==> src/rtl/axi4lite_master_sequencer.sv <==
// Single-outstanding AXI4-Lite master: takes one read/write command at a time,
// runs the AW/W/B or AR/R handshakes and returns one response pulse, with an optional timeout.
module axi4lite_master_sequencer #(
  parameter int ADDR_WIDTH     = 32,
  parameter int DATA_WIDTH     = 32,
  parameter int TIMEOUT_CYCLES = 256
) (
  input  logic                      aclk,
  input  logic                      aresetn,
  input  logic                      cmd_valid,
  output logic                      cmd_ready,
  input  logic                      cmd_write,
  input  logic [ADDR_WIDTH-1:0]     cmd_addr,
  input  logic [DATA_WIDTH-1:0]     cmd_wdata,
  input  logic [DATA_WIDTH/8-1:0]   cmd_wstrb,
  output logic                      rsp_valid,
  output logic [DATA_WIDTH-1:0]     rsp_rdata,
  output logic [1:0]                rsp_resp,
  output logic                      rsp_timeout,
  output logic                      m_awvalid,
  input  logic                      m_awready,
  output logic [ADDR_WIDTH-1:0]     m_awaddr,
  output logic                      m_wvalid,
  input  logic                      m_wready,
  output logic [DATA_WIDTH-1:0]     m_wdata,
  output logic [DATA_WIDTH/8-1:0]   m_wstrb,
  input  logic                      m_bvalid,
  output logic                      m_bready,
  input  logic [1:0]                m_bresp,
  output logic                      m_arvalid,
  input  logic                      m_arready,
  output logic [ADDR_WIDTH-1:0]     m_araddr,
  input  logic                      m_rvalid,
  output logic                      m_rready,
  input  logic [DATA_WIDTH-1:0]     m_rdata,
  input  logic [1:0]                m_rresp
);

  localparam bit TO_EN = (TIMEOUT_CYCLES > 0);
  localparam int TW    = TO_EN ? $clog2(TIMEOUT_CYCLES + 1) : 1;
  localparam logic [TW-1:0] TMAX  = TW'(TIMEOUT_CYCLES);
  localparam logic [TW-1:0] TLAST = TW'(TO_EN ? TIMEOUT_CYCLES - 1 : 0);

  typedef enum logic [2:0] {IDLE, WADDR, WRESP, RADDR, RDATA, RSP} state_e;

  state_e                    state_q, state_d;
  logic [TW-1:0]             timer_q, timer_d;
  logic [ADDR_WIDTH-1:0]     addr_q, addr_d;
  logic [DATA_WIDTH-1:0]     wdata_q, wdata_d;
  logic [DATA_WIDTH/8-1:0]   wstrb_q, wstrb_d;
  logic                      awvalid_q, awvalid_d, wvalid_q, wvalid_d, arvalid_q, arvalid_d;
  logic                      bready_q, bready_d, rready_q, rready_d;
  logic                      cmd_ready_q, cmd_ready_d;
  logic                      rsp_valid_q, rsp_valid_d, rsp_timeout_q, rsp_timeout_d;
  logic [DATA_WIDTH-1:0]     rsp_rdata_q, rsp_rdata_d;
  logic [1:0]                rsp_resp_q, rsp_resp_d;
  logic                      timed_out, abort;

  // Timer holds the number of cycles since accept, so it fires one cycle early to land RSP on the limit.
  assign timed_out = TO_EN && (timer_q >= TLAST);

  always_comb begin
    state_d       = state_q;
    timer_d       = timer_q;
    addr_d        = addr_q;
    wdata_d       = wdata_q;
    wstrb_d       = wstrb_q;
    awvalid_d     = awvalid_q;
    wvalid_d      = wvalid_q;
    arvalid_d     = arvalid_q;
    bready_d      = bready_q;
    rready_d      = rready_q;
    cmd_ready_d   = cmd_ready_q;
    rsp_valid_d   = 1'b0;
    rsp_rdata_d   = rsp_rdata_q;
    rsp_resp_d    = rsp_resp_q;
    rsp_timeout_d = rsp_timeout_q;
    abort         = 1'b0;

    if (TO_EN && state_q != IDLE && timer_q != TMAX) begin
      timer_d = timer_q + 1'b1;
    end

    case (state_q)
      IDLE: begin
        if (cmd_valid) begin
          addr_d      = cmd_addr;
          wdata_d     = cmd_wdata;
          wstrb_d     = cmd_wstrb;
          timer_d     = TW'(1);
          cmd_ready_d = 1'b0;
          if (cmd_write) begin
            state_d   = WADDR;
            awvalid_d = 1'b1;
            wvalid_d  = 1'b1;
          end else begin
            state_d   = RADDR;
            arvalid_d = 1'b1;
          end
        end
      end
      WADDR: begin
        if (timed_out) begin
          abort = 1'b1;
        end else begin
          awvalid_d = awvalid_q && !m_awready;
          wvalid_d  = wvalid_q && !m_wready;
          if (!awvalid_d && !wvalid_d) begin
            state_d  = WRESP;
            bready_d = 1'b1;
          end
        end
      end
      WRESP: begin
        // A response arriving on the timeout cycle still completes normally.
        if (m_bvalid) begin
          state_d       = RSP;
          bready_d      = 1'b0;
          rsp_valid_d   = 1'b1;
          rsp_rdata_d   = '0;
          rsp_resp_d    = m_bresp;
          rsp_timeout_d = 1'b0;
        end else if (timed_out) begin
          abort = 1'b1;
        end
      end
      RADDR: begin
        if (timed_out) begin
          abort = 1'b1;
        end else if (m_arready) begin
          state_d   = RDATA;
          arvalid_d = 1'b0;
          rready_d  = 1'b1;
        end
      end
      RDATA: begin
        if (m_rvalid) begin
          state_d       = RSP;
          rready_d      = 1'b0;
          rsp_valid_d   = 1'b1;
          rsp_rdata_d   = m_rdata;
          rsp_resp_d    = m_rresp;
          rsp_timeout_d = 1'b0;
        end else if (timed_out) begin
          abort = 1'b1;
        end
      end
      RSP: begin
        state_d     = IDLE;
        cmd_ready_d = 1'b1;
      end
      default: begin
        state_d     = IDLE;
        cmd_ready_d = 1'b1;
      end
    endcase

    if (abort) begin
      state_d       = RSP;
      awvalid_d     = 1'b0;
      wvalid_d      = 1'b0;
      arvalid_d     = 1'b0;
      bready_d      = 1'b0;
      rready_d      = 1'b0;
      rsp_valid_d   = 1'b1;
      rsp_rdata_d   = '0;
      rsp_resp_d    = 2'b10;
      rsp_timeout_d = 1'b1;
    end
  end

  always_ff @(posedge aclk or negedge aresetn) begin
    if (!aresetn) begin
      state_q       <= IDLE;
      timer_q       <= '0;
      addr_q        <= '0;
      wdata_q       <= '0;
      wstrb_q       <= '0;
      awvalid_q     <= 1'b0;
      wvalid_q      <= 1'b0;
      arvalid_q     <= 1'b0;
      bready_q      <= 1'b0;
      rready_q      <= 1'b0;
      cmd_ready_q   <= 1'b1;
      rsp_valid_q   <= 1'b0;
      rsp_rdata_q   <= '0;
      rsp_resp_q    <= '0;
      rsp_timeout_q <= 1'b0;
    end else begin
      state_q       <= state_d;
      timer_q       <= timer_d;
      addr_q        <= addr_d;
      wdata_q       <= wdata_d;
      wstrb_q       <= wstrb_d;
      awvalid_q     <= awvalid_d;
      wvalid_q      <= wvalid_d;
      arvalid_q     <= arvalid_d;
      bready_q      <= bready_d;
      rready_q      <= rready_d;
      cmd_ready_q   <= cmd_ready_d;
      rsp_valid_q   <= rsp_valid_d;
      rsp_rdata_q   <= rsp_rdata_d;
      rsp_resp_q    <= rsp_resp_d;
      rsp_timeout_q <= rsp_timeout_d;
    end
  end

  assign cmd_ready   = cmd_ready_q;
  assign rsp_valid   = rsp_valid_q;
  assign rsp_rdata   = rsp_rdata_q;
  assign rsp_resp    = rsp_resp_q;
  assign rsp_timeout = rsp_timeout_q;
  assign m_awvalid   = awvalid_q;
  assign m_awaddr    = addr_q;
  assign m_wvalid    = wvalid_q;
  assign m_wdata     = wdata_q;
  assign m_wstrb     = wstrb_q;
  assign m_bready    = bready_q;
  assign m_arvalid   = arvalid_q;
  assign m_araddr    = addr_q;
  assign m_rready    = rready_q;

  // A slave response while idle has nowhere to go; it is dropped here and flagged in simulation.
  a_no_stray_rsp: assert property (@(posedge aclk) disable iff (!aresetn)
    (state_q == IDLE) |-> !(m_bvalid || m_rvalid));

endmodule
==> config.mk <==
export PLATFORM = sky130hd
export DESIGN_NAME = axi4lite_master_sequencer
export DESIGN_NICKNAME = d
export VERILOG_FILES = /design/src/rtl/axi4lite_master_sequencer.sv
export SDC_FILE = /design/constraint.sdc
export NUM_CORES = 1
export LEC_CHECK = 0
export CAP_MARGIN = 25
export CORE_MARGIN = 5
export CORE_UTILIZATION = 40
export CTS_CLUSTER_DIAMETER = 30
export DETAILED_ROUTE_END_ITERATION = 7
export MAX_ROUTING_LAYER = met4
export PLACE_DENSITY = 0.8
export SYNTH_ARGS = -nofsm -noshare
export SYNTH_HDL_FRONTEND = slang
export SYNTH_SLANG_ARGS = --single-unit
==> constraint.sdc <==
create_clock -name aclk -period 4.6 [get_ports aclk]
set_clock_uncertainty 0.05 [all_clocks]
set_input_delay 1.38 -clock aclk [delete_from_list [all_inputs] [get_ports aclk]]
set_output_delay 1.38 -clock aclk [all_outputs]
set_load 0.02 [all_outputs]
==> run_results.csv <==
group,metric,value,unit
status,status,"complete, no violations",
routing,vias,3924,
worst_hold_path,hold_end,"cmd_ready",
sta,finalCritPeriodShare,66.2,%
clock_tree,h-tree-depth,4,
synthesis,synth-seq-cells,122,
synthesis,avgSynthCellArea,13.3,µm²
routing,drc,0,
synthesis,syn_nets,503,
setup_path,crit_path_end_kind,"register",
finish,diodes,0,
grt,grt_max_degree,75,
synthesis,yosysSeqAreaShare,59.4,%
grt,track_usage,19.4,%
floorplanning,fp.dieArea,0.0152,mm²
setup_path,crit_arrival,3260,ps
placement,place_hpwl,10600,µm
synthesis,synth-async-reset-ratio,100,%
sta,hold_viol,0,
floorplanning,die_x,123,µm
finish,nets,731,
clock_tree,cts_made_buffers,17,
setup_path,reg2regPathDepth,9,
finish,drive_gt1_share,18.4,%
setup_path,startpoint_type,"input port",
floorplanning,start_util,40.7,%
routing,drtIter0Drc,167,
clock_tree,clock-root-buffer,"clkbuf_16",
pwr,peakVddDrop,0.389,mV
synthesis,yosys-top-cells-count,"dfrtp_1, mux2_2, a22o_1, buf_4, o21ai_0",
placement,gp_congestion,0.793,
synthesis,synth_edf_count,0,
clock_tree,clock-sinks,122,
routing,ant_nets,0,
clock_tree,clk-insertion-delay-late,400,ps
clock_tree,cts_hold_buf,0,
setup_path,critPathMaxFanout,34,
worst_hold_path,hp-start,"cmd_ready",
synthesis,syn-cell-area,0.00514,mm²
routing,routed_wirelength,14100,µm
run,maxCapViolations,0,
routing,firstDrtPassIters,4,
clock_tree,post_cts_resized,0,
sta,slew_headroom,36.1,%
clock_tree,cts_tree,"yes",
clock_tree,cts_buffer_depth,2,
synthesis,yosysWarnings,0,
floorplanning,die_h,123,µm
setup_path,worstSetupPathType,"input port to register",
synthesis,yosys-top-cells-area,"dfrtp_1, mux2_2, a22o_1",
setup_path,required,4810,ps
placement,io_buffers,254,
clock_tree,post-cts-setup-buffers,0,
placement,post-place-ws,1100,ps
synthesis,synth_top_cell_by_area,"dfrtp_1",
sta,fin_crit,3050,ps
sta,setup_tns,0,ps
sta,report.final.slew_viol_count,0,
synthesis,ys_types,46,
finish,area_growth,61.0,%
sta,tightest_slew,959,ps
worst_hold_path,hold_depth,2,
synthesis,syn_inst,387,
worst_hold_path,min_path_type,"register to register",
grt,grt_pass1_wl,22000,µm
sta,fin_ws,1550,ps
grt,grt_pass1_vias,4303,
sta,rsz0062_at_grt,"no",
grt,overflow,0,
clock_tree,clk_pin_slew,50,ps
setup_path,rr_endpoint,"rsp_resp[1]",
pwr,totalPowerFinal,6.27,mW
setup_path,regToRegSetupSlack,1830,ps
floorplanning,io_pins,255,
finish,nFillCells,980,
floorplanning,num_rows,41,
routing,via_per_inst,4.92,
grt,antenna_found_initial,0,
floorplanning,core,0.0126,mm²
setup_path,r2r-start,"timer_q[0]",
synthesis,yosysMostFrequentCell,"dfrtp_1",
synthesis,synth_flop_cell,"dfrtp_1",
pwr,power.density,757,mW/mm²
routing,wl_per_cell,17.7,µm
sta,max_freq,328,MHz
pwr,p_leak,3.47,nW
synthesis,yosys.area.top_type_share,58.9,%
sta,finalSetupViolations,0,
kinds of logic after synthesis:
group / after synthesis / synth area share (%)
compound gates: 77 / 11.4
xor+xnor: 2 / 0.341
fa+ha+maj: 3 / 0.730
buf+inv: 61 / 7.20
flops: 122 / 59.4
mux: 71 / 15.5
simple gates: 51 / 5.38
sequential cells by signal (all words and copies together), names as in the netlist:
register	flops
cmd_ready	1
rsp_rdata	32
m_awvalid	1
rsp_resp	2
timer_q	9
m_rready	1
m_wstrb	4
m_araddr	32
m_bready	1
rsp_timeout	1
m_arvalid	1
state_q	3
m_wvalid	1
rsp_valid	1
m_wdata	32
cells in the final DEF, fill, tap and decap left out, types with 2 or more instances in the layout:
| cell | count |
|---|---|
| nor4_1 | 2 |
| nand2b_1 | 2 |
| o31ai_1 | 3 |
| nor3b_1 | 2 |
| bufinv_16 | 4 |
| dfrtp_1 | 121 |
| xor2_1 | 2 |
| mux2_2 | 69 |
| buf_4 | 5 |
| a41oi_1 | 2 |
| nor2_1 | 13 |
| clkbuf_16 | 17 |
| a22o_1 | 33 |
| nand3_1 | 3 |
| nor3_1 | 4 |
| ha_1 | 3 |
| o21ai_0 | 15 |
| clkbuf_8 | 4 |
| nor2b_1 | 2 |
| clkinv_2 | 3 |
| mux2i_1 | 2 |
| buf_16 | 2 |
| clkdlybuf4s50_1 | 253 |
| nand2_1 | 13 |
| inv_1 | 9 |
| a21oi_1 | 12 |
metal layers:
layer	wire length (µm)	global-route usage, %
met1	5490	22.1
met2	7020	31.4
met3	1420	7.37
met4	217	6.85
met5	0	-
worst max-delay path by stage:
stage              from           to  slack [ps]  depth (start not counted)
2_1_floorplan  m_rvalid  rsp_resp[0]        1880                          5
3_3_place_gp   m_bvalid  rsp_resp[1]        1240                          7
3_5_place_dp   m_bvalid  rsp_resp[1]        1100                          7
4_1_cts        m_bvalid  rsp_resp[1]        1550                          7
5_1_grt        m_bvalid  rsp_resp[1]        1410                          7
6_report       m_bvalid  rsp_resp[1]        1550                          7
cell type report:
class	count	area, µm²	area share (%)
sequential	122	3050	36.9
tap	172	215	2.60
timing repair buffer	261	2630	31.8
inverter	9	33.8	0.408
multi-input combinational	204	1720	20.8
clock inverter	8	143	1.72
clock buffer	21	480	5.81
critical path: stages:
cell             delay (ps)
clkdlybuf4s50_1         490
nand2b_1                110
a21oi_1                 100
o21ba_4                 250
nor2_4                  600
inv_1                   140
a2bb2oi_1               170
report_power, final:
group,switching [mW],leakage (nW),internal (mW)
clock network,0.442,0.307,0.951
registers,0.343,1.51,1.53
logic,1.46,1.65,1.54
total,2.24,3.47,4.02
through the flow:
stage / hold slack (ps) / instances / utilization, % / cell area (µm²)
3_5_place_dp: 435 / 765 / 60.2 / 7590
6_report: 444 / 797 / 65.6 / 8280
2_1_floorplan: 421 / 387 / - / 5140
3_3_place_gp: 435 / 765 / 60.2 / 7590
5_1_grt: 464 / 797 / 65.6 / 8280
4_1_cts: 444 / 794 / 65.1 / 8220
Note: power is estimated with default switching activity, not from simulation.
